File: src/rtl/q_run_logger_if.sv
// Record drain handshake between q_run_logger and its consumer.
interface q_run_logger_if #(
    parameter int unsigned CNT_W = 8
);
    logic             rec_valid;
    logic             rec_ready;
    logic [CNT_W-1:0] rec_len;
    logic             rec_sat;

    modport master (
        output rec_valid,
        output rec_len,
        output rec_sat,
        input  rec_ready
    );

    modport slave (
        input  rec_valid,
        input  rec_len,
        input  rec_sat,
        output rec_ready
    );
endinterface

File: src/rtl/q_run_logger.sv
// q_run_logger: measures high runs of the detector output q (sampled on smp),
// queues each completed run as {sat,len} in a small FIFO drained via
// valid/ready, and keeps a saturating count of completed runs.
// Optional feature macro: Q_RUNLOG_DROP_CNT_EN adds a saturating drop_cnt port
// counting records lost to a full FIFO.
module q_run_logger #(
    parameter int unsigned CNT_W = 8,
    parameter int unsigned DEPTH = 4,
    parameter int unsigned TOT_W = 16
) (
    input  logic              clk,
    input  logic              Reset,
    input  logic              q_in,
    input  logic              smp,
    q_run_logger_if.master    rec,
    output logic [TOT_W-1:0]  ev_count,
    output logic              busy,
    output logic              fifo_full
`ifdef Q_RUNLOG_DROP_CNT_EN
    ,
    output logic [CNT_W-1:0]  drop_cnt
`endif
);

    localparam int unsigned AW = $clog2(DEPTH);
    localparam int unsigned PW = AW + 1;
    localparam logic [CNT_W-1:0] LEN_MAX = {CNT_W{1'b1}};
    localparam logic [TOT_W-1:0] EV_MAX  = {TOT_W{1'b1}};

    typedef enum logic {
        IDLE = 1'b0,
        RUN  = 1'b1
    } state_t;

    typedef struct packed {
        logic             sat;
        logic [CNT_W-1:0] len;
    } rec_t;

    state_t           state_q, state_d;
    logic [CNT_W-1:0] len_q, len_d;
    logic             sat_q, sat_d;
    logic             push_c;

    logic [PW-1:0]    wr_ptr_q, wr_ptr_d;
    logic [PW-1:0]    rd_ptr_q, rd_ptr_d;
    logic [TOT_W-1:0] ev_count_q, ev_count_d;
    rec_t             mem_q [DEPTH];

    logic             empty_c;
    logic             full_c;
    logic             pop_c;
    logic             push_ok_c;
    rec_t             head_c;

    // Run-tracking FSM: next state, run length and saturation flag.
    always_comb begin
        state_d = state_q;
        len_d   = len_q;
        sat_d   = sat_q;
        push_c  = 1'b0;
        case (state_q)
            IDLE: begin
                if (smp && q_in) begin
                    state_d = RUN;
                    len_d   = CNT_W'(1);
                    sat_d   = 1'b0;
                end
            end
            RUN: begin
                if (smp) begin
                    if (q_in) begin
                        if (len_q == LEN_MAX) begin
                            sat_d = 1'b1;
                        end else begin
                            len_d = len_q + CNT_W'(1);
                        end
                    end else begin
                        push_c  = 1'b1;
                        state_d = IDLE;
                    end
                end
            end
            default: state_d = IDLE;
        endcase
    end

    // FIFO status; a full FIFO still accepts a push when the head is popped in the same cycle.
    always_comb begin
        empty_c    = (wr_ptr_q == rd_ptr_q);
        full_c     = (wr_ptr_q[AW] != rd_ptr_q[AW]) &&
                     (wr_ptr_q[AW-1:0] == rd_ptr_q[AW-1:0]);
        pop_c      = !empty_c && rec.rec_ready;
        push_ok_c  = push_c && (!full_c || pop_c);
        wr_ptr_d   = wr_ptr_q + PW'(push_ok_c);
        rd_ptr_d   = rd_ptr_q + PW'(pop_c);
        ev_count_d = ev_count_q;
        if (push_c && (ev_count_q != EV_MAX)) begin
            ev_count_d = ev_count_q + TOT_W'(1);
        end
    end

    // State, pointer and counter registers.
    always_ff @(posedge clk or posedge Reset) begin
        if (Reset) begin
            state_q    <= IDLE;
            len_q      <= '0;
            sat_q      <= 1'b0;
            wr_ptr_q   <= '0;
            rd_ptr_q   <= '0;
            ev_count_q <= '0;
        end else begin
            state_q    <= state_d;
            len_q      <= len_d;
            sat_q      <= sat_d;
            wr_ptr_q   <= wr_ptr_d;
            rd_ptr_q   <= rd_ptr_d;
            ev_count_q <= ev_count_d;
        end
    end

    // Record storage; contents are only visible through a valid head, so no reset is needed.
    always_ff @(posedge clk) begin
        if (push_ok_c) begin
            mem_q[wr_ptr_q[AW-1:0]] <= rec_t'{sat: sat_q, len: len_q};
        end
    end

`ifdef Q_RUNLOG_DROP_CNT_EN
    logic [CNT_W-1:0] drop_cnt_q, drop_cnt_d;
    logic             drop_c;

    // Saturating count of records lost to a full FIFO.
    always_comb begin
        drop_c     = push_c && full_c && !pop_c;
        drop_cnt_d = drop_cnt_q;
        if (drop_c && (drop_cnt_q != LEN_MAX)) begin
            drop_cnt_d = drop_cnt_q + CNT_W'(1);
        end
    end

    // Drop counter register.
    always_ff @(posedge clk or posedge Reset) begin
        if (Reset) begin
            drop_cnt_q <= '0;
        end else begin
            drop_cnt_q <= drop_cnt_d;
        end
    end

    assign drop_cnt = drop_cnt_q;
`endif

    // Head record forced to zero while the FIFO is empty.
    always_comb begin
        head_c = '0;
        if (!empty_c) begin
            head_c = mem_q[rd_ptr_q[AW-1:0]];
        end
    end

    assign rec.rec_valid = !empty_c;
    assign rec.rec_len   = head_c.len;
    assign rec.rec_sat   = head_c.sat;
    assign ev_count      = ev_count_q;
    assign busy          = (state_q == RUN);
    assign fifo_full     = full_c;

endmodule
File: src/flat_wrapper.sv
// flat-port wrapper written by rule: the top's interface ports become plain ports
module q_run_logger_flat 
#(
    parameter int unsigned CNT_W = 8,
    parameter int unsigned DEPTH = 4,
    parameter int unsigned TOT_W = 16
)
  (clk, Reset, q_in, smp, ev_count, busy, fifo_full, rec_rec_valid, rec_rec_len, rec_rec_sat, rec_rec_ready);
  q_run_logger_if #(.CNT_W(CNT_W)) rec_i ();
  input  logic clk;
  input  logic Reset;
  input  logic q_in;
  input  logic smp;
  output logic [TOT_W-1:0] ev_count;
  output logic busy;
  output logic fifo_full;
  output wire logic [$bits(rec_i.rec_valid)-1:0] rec_rec_valid;
  output wire logic [$bits(rec_i.rec_len)-1:0] rec_rec_len;
  output wire logic [$bits(rec_i.rec_sat)-1:0] rec_rec_sat;
  input wire logic [$bits(rec_i.rec_ready)-1:0] rec_rec_ready;
  assign rec_rec_valid = rec_i.rec_valid;
  assign rec_rec_len = rec_i.rec_len;
  assign rec_rec_sat = rec_i.rec_sat;
  assign rec_i.rec_ready = rec_rec_ready;
  q_run_logger #(.CNT_W(CNT_W), .DEPTH(DEPTH), .TOT_W(TOT_W)) u_core (.clk(clk), .Reset(Reset), .q_in(q_in), .smp(smp), .rec(rec_i), .ev_count(ev_count), .busy(busy), .fifo_full(fifo_full));
endmodule
File: config.mk
export PLATFORM = sky130hd
export DESIGN_NAME = q_run_logger_flat
export DESIGN_NICKNAME = d
export VERILOG_FILES = /design/src/rtl/q_run_logger_if.sv /design/src/rtl/q_run_logger.sv /design/src/flat_wrapper.sv
export SDC_FILE = /design/constraint.sdc
export NUM_CORES = 1
export LEC_CHECK = 0
export CELL_PAD_IN_SITES_DETAIL_PLACEMENT = 1
export CELL_PAD_IN_SITES_GLOBAL_PLACEMENT = 1
export CORE_ASPECT_RATIO = 0.9
export CORE_MARGIN = 5
export CORE_UTILIZATION = 41
export DETAILED_ROUTE_END_ITERATION = 8
export MAX_ROUTING_LAYER = met4
export PLACE_DENSITY = 0.72
export SYNTH_ARGS = -nofsm -noshare
export SYNTH_HDL_FRONTEND = slang
export SYNTH_SLANG_ARGS = --single-unit
export TNS_END_PERCENT = 30
File: constraint.sdc
create_clock -name clk -period 2.07 [get_ports clk]
set_input_delay 0.414 -clock clk [delete_from_list [all_inputs] [get_ports clk]]
set_output_delay 0.414 -clock clk [all_outputs]
set_load 0.05 [all_outputs]
==> results.tsv, run 1 <==
stage	metric	value	unit
outcome	status	finished, violations left	
outcome	failing checks	negative setup slack	
pwr	Total Power	5650	uW
setup_path	worst r2r dst	u_core.wr_ptr_q[2]$_DFF_PP0_	
floorplanning	Chip Height	91.9	microns
cts	H-Tree Depth	3	
sta	slew margin rel.	64.7	%
sta	Fin Clk Skew	10.2	ps
pwr	Switching Power	2300	uW
cts	Bufs on Longest Clock Path	2	
setup_path	Reg2Reg Depth	9	
floorplanning	core area	7150	sq um
floorplanning	full die area	9280	sq um
sta	RSZ-0062 raised after global routing	yes	
synth	post-synthesis area per instance	13.3	sq um
synth	yosys warns	0	
setup_path	Critical Path AT	1720	ps
route	Antenna Nets Post-Route	0	
sta	worst hold margin	462	ps
pwr	Net Sw Frac	40.7	%
route	Iteration-0 DRC Markers	95	
cts	clock net sink count	68	
cts	TritonCTS clock tree	done	
synth	most numerous cell in the Yosys netlist	edfxtp_1	
synth	ranking of synthesized cells by area	edfxtp_1, dfrtp_1, mux4_2	
cts	Reg clk slew, reported paths	80	ps
pwr	Reg power frac	32.8	%
route	WL final	6990	microns
finish	post-layout util	56.2	%
sta	final setup vio count	9	
setup_path	crit path kind	reg -> out	
finish	register area	1880	sq um
cts	clock buffer count from CTS	9	
global_route	initial antenna violation count	0	
sta	Slew Limit Fails	0	
global_route	number of global-route vias before repair	2274	
finish	Layout area overhead	31.5	%
min_path	worst min-delay path class	in -> async	
pwr	Peak VDD IR	0.463	mV
setup_path	Worst Path Required	1660	ps
sta	final worst-path cycle share	103	%
route	DRT Pass-1 Iters	4	
cts	CTS Hold Bufs	0	
pwr	PD cells	1400	nW/um^2
synth	largest area contributor in the netlist	edfxtp_1	
finish	layout cells sized above 1	29.7	%
setup_path	Worst Setup End Kind	primary output	
sta	Max Clk Rate	469	MHz
floorplanning	Initial Utilization	42.8	%
global_route	largest net degree at the start of global routing	33	
sta	Fin. Hold Viols	0	
finish	multi-input logic area	1210	sq um
synth	syn_nets	241	
setup_path	worst reg2reg path startpoint	u_core.rd_ptr_q[0]$_DFF_PP0_	
synth	post-synthesis async set-or-reset flop share	47.1	%
synth	number of synthesized flops with an enable pin	36	
synth	sequential-to-total area share from yosys stat	61.6	%
run	MaxCap Viol Count	0	
placement	HPWL Detailed	4750	microns
cts	Clock Latency Late Sink	350	ps
pwr	Clk pwr share	18.7	%
global_route	first-pass GRT wire length	11800	microns
synth	Netlist cell types	41	
setup_path	Critical Path Source Type	register	
sta	crit path time final	2130	ps
synth	Post-synth top cells	edfxtp_1, dfrtp_1, nand2_1	
global_route	grt ovf	0	
placement	IO Port Bufs	32	
pwr	combinational share of power	48.5	%
synth	Yosys top cell area share	35.4	%
route	via count	2078	
setup_path	maximum fanout along the worst path	5	
synth	Top FF cell, synth	edfxtp_1	
synth	Cells after Synth	230	
sta	worst-margin pin slew	526	ps
synth	#FFs+latches synth	68	
setup_path	crit path launch	u_core.rd_ptr_q[0]$_DFF_PP0_	
sta	final worst setup slack	-60.4	ps
finish	Fillers	713	
floorplanning	Top-Level Pins	33	
finish	ant diodes	0	
setup_path	Worst R2R Setup Slack	120	ps
synth	mapped cell area	3060	sq um
global_route	overall routing resource usage	17.1	%
route	DRC	0	
route	vias per cell	5.34	
pwr	Leak	0.00177	uW
placement	gpl congestion	0.774	
pwr	Internal	3350	uW
floorplanning	Rows	29	
cts	CTS root buf	clkbuf_8	
route	per-cell routed wire length	18.0	microns
floorplanning	Chip Width	101	microns
finish	post-layout net count	302	
## worst max-delay path, cell delays in order (launching register included)
cell	delay [ps]
dfrtp_2	410
buf_6	150
mux4_2	490
nor2b_2	170
buf_6	150
## sequential cells by signal (all words and copies together) (netlist names), named ones only
name	count
u_core.len_q	8
u_core.sat_q	1
u_core.mem_q	36
u_core.wr_ptr_q	3
u_core.rd_ptr_q	3
u_core.ev_count	16
## cell type report
type / instances / area share [%]
repair buffers: 55 / 14.3
clock inverters: 6 / 1.62
clock buffers: 10 / 3.17
flip-flops and latches: 68 / 46.9
inverters: 10 / 0.934
multi-input cells: 147 / 30.2
well taps: 93 / 2.89
## cells in the final DEF (no fill, tap or decap), types with 6 or more instances in the layout
master           synthesis  final
inv_1                   10      9
nor3_1                   8      8
dlymetal6s2s_1           0      8
mux4_2                   9      9
nand2_1                 18     17
nand4_1                  6      6
buf_4                    1     18
clkbuf_8                 0      9
dfrtp_1                 32     30
nand3_1                  8      8
edfxtp_1                36     36
clkdlybuf4s50_1          0      8
nor2_1                  14     12
ha_1                     6      6
buf_6                    0     12
a21oi_1                 14     14
xor2_1                  11     11
## metrics by stage
stage	instances	cell area, sq um	TNS (ps)	setup slack, ps
2_1_floorplan	230	3060	-806	-66.4
3_3_place_gp	368	3620	0	2.92
3_5_place_dp	368	3620	-2350	-92.9
4_1_cts	392	3980	-918	-110
5_1_grt	389	4020	-1540	-178
6_report	389	4020	-437	-60.4
## how the worst max path moves through the flow
stage	end	slack (ps)	cells past startpoint
3_5_place_dp	u_core.mem_q[3][1]$_DFFE_PP_	-90	7
3_3_place_gp	u_core.mem_q[3][0]$_DFFE_PP_	3	7
6_report	rec_rec_len[1]	-60	4
4_1_cts	rec_rec_len[3]	-110	5
5_1_grt	rec_rec_len[3]	-180	6
2_1_floorplan	rec_rec_len[0]	-70	6
## routing by layer
layer  vias up  GRT usage [%]  share of wire (%)
met1      1064           23.0                 48
li1        975              -                  -
met5         -              -                  0
met4         0           5.65                1.2
met2        31           25.7                 48
met3         8           3.87                3.1
## power by group through the flow
| stage | registers, uW | clock network (uW) | logic, uW |
|---|---|---|---|
| 2_1_floorplan | 1950 | 0 | 1350 |
| 3_3_place_gp | 1840 | 0 | 2130 |
| 3_5_place_dp | 1860 | 0 | 2180 |
| 4_1_cts | 1830 | 1090 | 2700 |
| 5_1_grt | 1880 | 1160 | 2900 |
| 6_report | 1850 | 1060 | 2740 |
## cell families after synthesis
logic type | Yosys count | share of synthesized area, %
muxes | 13 | 8.02
and+or+nand+nor | 83 | 15.7
xor gates and xnor gates | 15 | 4.30
DFF | 68 | 61.6
adders and majority gates | 6 | 2.46
buffers and inverters | 15 | 2.01
AOI/OAI and AO/OA | 30 | 5.94
## what timing repair did
item	CTS	global route
pin swaps	1	3
resized for setup	28	28
endpoints found under the setup margin	14	41
setup buffers	7	0
gates cloned	1	0
Note: power is estimated with default switching activity, not from simulation.
==> run 2: changes to the inputs <==
CORE_MARGIN = 10   (was 5)
==> results.tsv, run 2 (synthesized netlist as in run 1, its figures left out) <==
stage	metric	value	unit	change
setup_path	crit-path most repeated cell	buf_6		unchanged
setup_path	Reg2Reg Depth	12		was 9
global_route	initial antenna violation count	0		unchanged
floorplanning	Initial Utilization	42.8	%	unchanged
route	highest routed layer	met4		unchanged
sta	Fin Clk Skew	7.67	ps	was 10.2 ps
setup_path	maximum fanout along the worst path	5		unchanged
finish	commonest non-fill, non-tap cell in the layout	edfxtp_1		unchanged
run	MaxCap Viol Count	0		unchanged
sta	worst hold margin	456	ps	was 462 ps
setup_path	crit path kind	reg -> out		unchanged
floorplanning	Chip Height	102	microns	was 91.9 microns
finish	most frequent cells in the layout	edfxtp_1, dfrtp_1, buf_4		unchanged
sta	final worst-path cycle share	103	%	about the same
setup_path	Worst path slowest cell	mux4_2		unchanged
route	per-cell routed wire length	18.4	microns	was 18.0 microns
pwr	PD cells	1440	nW/um^2	was 1400 nW/um^2
setup_path	worst reg2reg path startpoint	u_core.rd_ptr_q[0]$_DFF_PP0_		unchanged
pwr	Peak VDD IR	0.549	mV	was 0.463 mV
setup_path	Critical Path Source Type	register		unchanged
global_route	overall routing resource usage	13.5	%	was 17.1%
setup_path	largest stage delay on the critical path	540	ps	was 490 ps
setup_path	worst r2r dst	u_core.rd_ptr_q[2]$_DFF_PP0_		was u_core.wr_ptr_q[2]$_DFF_PP0_
outcome	status	finished, violations left		unchanged
cts	Bufs on Longest Clock Path	2		unchanged
floorplanning	core area	7150	sq um	unchanged
cts	Clock Latency Late Sink	340	ps	was 350 ps
cts	CTS root buf	clkbuf_8		unchanged
finish	Fillers	735		was 713
cts	clock net sink count	68		unchanged
global_route	first-pass GRT wire length	11700	microns	was 11800 microns
route	DRT Pass-1 Iters	4		unchanged
route	WL final	7190	microns	was 6990 microns
finish	ant diodes	0		unchanged
setup_path	Worst Setup End Kind	primary output		unchanged
sta	Slew Limit Fails	0		unchanged
finish	layout cells sized above 1	30.5	%	was 29.7%
floorplanning	Top-Level Pins	33		unchanged
setup_path	crit-path cells	buf_6 -> mux4_2 -> nor2b_4 -> buf_6		was buf_6 -> mux4_2 -> nor2b_2 -> buf_6
placement	HPWL Detailed	4830	microns	was 4750 microns
floorplanning	full die area	11300	sq um	was 9280 sq um
cts	H-Tree Depth	3		unchanged
outcome	failing checks	negative setup slack		unchanged
sta	crit path time final	2140	ps	was 2130 ps
setup_path	crit path launch	u_core.rd_ptr_q[0]$_DFF_PP0_		unchanged
cts	Reg clk slew, reported paths	80	ps	about the same
cts	CTS Hold Bufs	0		unchanged
cts	clock buffer count from CTS	9		unchanged
setup_path	Worst Path Required	1660	ps	about the same
sta	worst-margin pin slew	522	ps	was 526 ps
pwr	Leak	0.00187	uW	was 0.00177 uW
route	routed length on met3	293	microns	was 220 microns
finish	max reg flops	36		unchanged
route	routed wl met2	3440	microns	was 3340 microns
sta	Max Clk Rate	468	MHz	was 469 MHz
sta	RSZ-0062 raised after global routing	yes		unchanged
sta	Fin. Hold Viols	0		unchanged
route	DRC	0		unchanged
placement	IO Port Bufs	32		unchanged
placement	gpl congestion	0.768		was 0.774
setup_path	worst setup path end	rec_rec_len[5]		was rec_rec_len[1]
floorplanning	Rows	29		unchanged
route	via count	2072		was 2078
route	Antenna Nets Post-Route	0		unchanged
route	DRT met1 WL	3380	microns	was 3350 microns
setup_path	Critical Path AT	1720	ps	about the same
min_path	worst min-delay path class	in -> async		unchanged
finish	final std cells w/o fill	391		was 389
sta	final setup vio count	10		was 9
sta	final worst setup slack	-68.9	ps	was -60.4 ps
pwr	Total Power	5870	uW	was 5650 uW
global_route	largest net degree at the start of global routing	33		unchanged
global_route	grt ovf	0		unchanged
finish	post-layout net count	304		was 302
finish	Layout area overhead	33.2	%	was 31.5%
setup_path	Worst R2R Setup Slack	60	ps	was 120 ps
route	Iteration-0 DRC Markers	56		was 95
global_route	number of global-route vias before repair	2239		was 2274
sta	slew margin rel.	65.2	%	was 64.7%
placement	Cells after DPL	368		unchanged
cts	TritonCTS clock tree	done		unchanged
floorplanning	Chip Width	111	microns	was 101 microns
route	vias per cell	5.30		was 5.34
[run 2: cell types whose count changed in the layout (fill, tap and decap cells not counted), sizes merged]
cell / delta
clkinvlp: -1
buf: +5
bufinv: +1
dlymetal6s2s: +3
inv: +1
clkdlybuf4s50: -3
clkbuf: -1
dlygate4sd2: -3
[run 2: how the worst min path moves through the flow]
| stage | from | to | slack [ps] | depth (start not counted) |
|---|---|---|---|---|
| 2_1_floorplan | u_core.rd_ptr_q[1]$_DFF_PP0_ | u_core.rd_ptr_q[1]$_DFF_PP0_ | 470 | 1 |
| 3_3_place_gp | u_core.ev_count[15]$_DFFE_PP0P_ | u_core.ev_count[15]$_DFFE_PP0P_ | 500 | 1 |
| 3_5_place_dp | u_core.sat_q$_DFFE_PP0P_ | u_core.mem_q[3][8]$_DFFE_PP_ | 520 | 0 |
| 4_1_cts | Reset | u_core.len_q[3]$_DFFE_PP0P_ | 470 | 3 |
| 5_1_grt | Reset | u_core.len_q[0]$_DFFE_PP0P_ | 510 | 3 |
| 6_report | Reset | u_core.len_q[0]$_DFFE_PP0P_ | 460 | 3 |
[run 2: power breakdown]
| group | total [uW] | switching (uW) | internal (uW) |
|---|---|---|---|
| Combinational | 2810 | 1560 | 1250 |
| Sequential | 1850 | 230 | 1620 |
| Clock | 1210 | 524 | 684 |
[run 2: cell type report]
| type | count | area [sq um] | area share (%) |
|---|---|---|---|
| clock buffers | 9 | 124 | 3.04 |
| clock inverters | 7 | 98.8 | 2.43 |
| inverters | 10 | 37.5 | 0.922 |
| multi-input cells | 147 | 1210 | 29.7 |
| flip-flops and latches | 68 | 1880 | 46.3 |
| well taps | 93 | 116 | 2.86 |
| repair buffers | 57 | 602 | 14.8 |
[run 2: metal layers]
| layer | vias up | global-route usage, % |
|---|---|---|
| met5 | - | - |
| met3 | 9 | 3.46 |
| met2 | 34 | 21.4 |
| met1 | 1052 | 16.3 |
| met4 | 0 | 5.13 |
| li1 | 977 | - |
[run 2: what timing repair did]
item	4_1_cts	5_1_grt
endpoints found under the hold margin	0	0
pin swaps	0	2
gates resized for setup	24	32
cloned	1	0
endpoints found under the setup margin	10	40
setup buffers	7	1
[run 2: critical path, delay by kind of cell (launching register included)]
family,cells,cell delay [ps]
mux,1,540
flops,1,400
buf+inv,2,290
simple gates,1,150
[run 2: metrics by stage]
stage | utilization [%] | area (sq um) | setup slack [ps] | setup TNS [ps]
detailed placement | 50.5 | 3610 | -93.5 | -1960
floorplan | - | 3060 | -66.4 | -806
global route | 57.0 | 4070 | -124 | -1280
CTS | 56.0 | 4000 | -115 | -992
global placement | 50.5 | 3610 | 9.13 | 0
finish | 57.0 | 4070 | -68.9 | -498
==> run 3: changes to the inputs <==
PLACE_DENSITY = 0.85   (was 0.72)
==> results.tsv, run 3 (synthesized netlist as in run 1, its figures left out) <==
stage	metric	value	unit	change
sta	final worst-path cycle share	105	%	was 103%
setup_path	Worst R2R Setup Slack	90	ps	was 60 ps
floorplanning	Chip Height	102	microns	unchanged
sta	worst-margin pin slew	536	ps	was 522 ps
pwr	Switching Power	2220	uW	was 2320 uW
global_route	first-pass GRT wire length	12800	microns	was 11700 microns
cts	Reg clk slew, reported paths	80	ps	about the same
cts	CTS Hold Bufs	0		unchanged
floorplanning	Rows	29		unchanged
setup_path	Worst Path Required	1660	ps	about the same
pwr	PD cells	1390	nW/um^2	was 1440 nW/um^2
global_route	number of global-route vias before repair	2283		was 2239
sta	Sum Neg Setup Slack	-823	ps	was -498 ps
floorplanning	core area	7150	sq um	unchanged
finish	layout cells sized above 1	28.5	%	was 30.5%
setup_path	worst reg2reg path startpoint	u_core.rd_ptr_q[0]$_DFF_PP0_		unchanged
global_route	largest net degree at the start of global routing	33		unchanged
sta	Fin Clk Skew	13.0	ps	was 7.67 ps
setup_path	Critical Path AT	1770	ps	was 1720 ps
global_route	grt ovf	0		unchanged
finish	ant diodes	0		unchanged
setup_path	crit path kind	reg -> out		unchanged
pwr	Reg power frac	33.5	%	was 31.5%
sta	final setup vio count	10		unchanged
sta	Max Clk Rate	458	MHz	was 468 MHz
floorplanning	Chip Width	111	microns	unchanged
floorplanning	Initial Utilization	42.8	%	unchanged
pwr	combinational share of power	48.9	%	was 47.9%
placement	HPWL Detailed	5690	microns	was 4830 microns
setup_path	critical path's top delay family	multiplexers		unchanged
finish	post-layout net count	304		unchanged
route	WL final	8030	microns	was 7190 microns
setup_path	Worst path slowest cell	mux4_2		unchanged
floorplanning	full die area	11300	sq um	unchanged
global_route	initial antenna violation count	0		unchanged
pwr	Peak VDD IR	0.585	mV	was 0.549 mV
sta	final worst setup slack	-113	ps	was -68.9 ps
sta	slew margin rel.	64.2	%	was 65.2%
setup_path	maximum fanout along the worst path	5		unchanged
floorplanning	Top-Level Pins	33		unchanged
cts	CTS root buf	clkbuf_8		unchanged
outcome	failing checks	negative setup slack		unchanged
pwr	Total Power	5500	uW	was 5870 uW
pwr	Net Sw Frac	40.4	%	was 39.5%
pwr	Clk pwr share	17.7	%	was 20.6%
cts	Bufs on Longest Clock Path	2		unchanged
setup_path	Critical Path Source Type	register		unchanged
route	DRT Pass-1 Iters	6		was 4
sta	crit path time final	2180	ps	was 2140 ps
setup_path	Reg2Reg Depth	9		was 12
sta	Fin. Hold Viols	0		unchanged
finish	commonest non-fill, non-tap cell in the layout	edfxtp_1		unchanged
placement	IO Port Bufs	32		unchanged
finish	Layout area overhead	29.7	%	was 33.2%
setup_path	Worst Setup End Kind	primary output		unchanged
placement	gpl congestion	0.786		was 0.768
setup_path	largest stage delay on the critical path	520	ps	was 540 ps
outcome	status	finished, violations left		unchanged
pwr	Leak	0.00174	uW	was 0.00187 uW
route	DRC	0		unchanged
sta	Slew Limit Fails	0		unchanged
run	MaxCap Viol Count	0		unchanged
setup_path	worst r2r dst	u_core.wr_ptr_q[2]$_DFF_PP0_		was u_core.rd_ptr_q[2]$_DFF_PP0_
setup_path	worst path bufs/invs	3		was 2
sta	RSZ-0062 raised after global routing	yes		unchanged
finish	max reg flops	36		unchanged
cts	clock buffer count from CTS	9		unchanged
route	per-cell routed wire length	20.5	microns	was 18.4 microns
setup_path	crit-path cells	buf_6 -> buf_12 -> mux4_2 -> nor2b_4 -> buf_6		was buf_6 -> mux4_2 -> nor2b_4 -> buf_6
route	Iteration-0 DRC Markers	80		was 56
min_path	worst min-delay path class	in -> async		unchanged
pwr	Internal	3280	uW	was 3550 uW
cts	TritonCTS clock tree	done		unchanged
cts	H-Tree Depth	3		unchanged
route	Antenna Nets Post-Route	0		unchanged
route	vias per cell	5.41		was 5.30
cts	clock net sink count	68		unchanged
global_route	overall routing resource usage	14.7	%	was 13.5%
sta	worst hold margin	459	ps	was 456 ps
finish	most frequent cells in the layout	edfxtp_1, dfrtp_1, buf_4		unchanged
cts	Clock Latency Late Sink	350	ps	was 340 ps
route	via count	2115		was 2072
setup_path	crit-path most repeated cell	buf_6		unchanged
run 3: worst reg2reg max path, cell delays in order (launching register included):
cell,delay [ps]
dfrtp_2,410
buf_4,140
xnor2_2,130
nand2_1,80
buf_4,150
o31ai_4,230
inv_1,130
ha_1,210
ha_1,200
xor2_1,180
run 3: power by group through the flow:
stage / clock network (uW) / registers (uW) / logic, uW
floorplan: 0 / 1950 / 1350
global placement: 0 / 1840 / 2140
detailed placement: 0 / 1870 / 2210
CTS: 989 / 1860 / 2430
global route: 1040 / 1870 / 2840
finish: 973 / 1840 / 2690
run 3: worst max path at each step:
stage          slack, ps                    startpoint  cells past startpoint                            to
6_report            -110  u_core.rd_ptr_q[0]$_DFF_PP0_                      5                   rec_rec_sat
5_1_grt             -160  u_core.rd_ptr_q[0]$_DFF_PP0_                      5                   rec_rec_sat
4_1_cts             -130  u_core.rd_ptr_q[0]$_DFF_PP0_                      4                   rec_rec_sat
3_5_place_dp        -140                           smp                      8  u_core.mem_q[2][1]$_DFFE_PP_
3_3_place_gp          -2                           smp                      7  u_core.mem_q[3][1]$_DFFE_PP_
2_1_floorplan        -70  u_core.rd_ptr_q[0]$_DFF_PP0_                      6                rec_rec_len[0]
run 3: cell type report:
cell class                 instances  area (sq um)
clock buffer                      14           163
clock inverter                     2          10.0
fill                             722          3180
inverter                          10          37.5
multi-input combinational        147          1180
sequential                        68          1880
tap                               93           116
timing repair buffer              57           577
run 3: stage by stage:
step | util, % | std cells | instance area (sq um) | worst slack (ps)
2_1_floorplan | - | 230 | 3060 | -66.4
3_3_place_gp | 50.3 | 368 | 3590 | -2.07
3_5_place_dp | 50.3 | 368 | 3590 | -137
4_1_cts | 53.8 | 386 | 3850 | -131
5_1_grt | 55.5 | 391 | 3970 | -164
6_report | 55.5 | 391 | 3970 | -113
run 3: timing repair:
| item | CTS | global route |
|---|---|---|
| resized for setup | 17 | 23 |
| endpoints found under the setup margin | 12 | 30 |
| cloned | 1 | 0 |
| pin swaps | 0 | 0 |
| buffers inserted | 1 | 5 |
run 3: layer usage:
metal | wire, microns | share of wire, % | up-vias | global-route usage [%]
met3 | 220 | 2.7 | 13 | 3.05
met5 | 0 | 0 | - | -
met2 | 4170 | 52 | 35 | 25.3
li1 | - | - | 980 | -
met4 | 125 | 1.6 | 0 | 5.13
met1 | 3510 | 44 | 1087 | 17.0
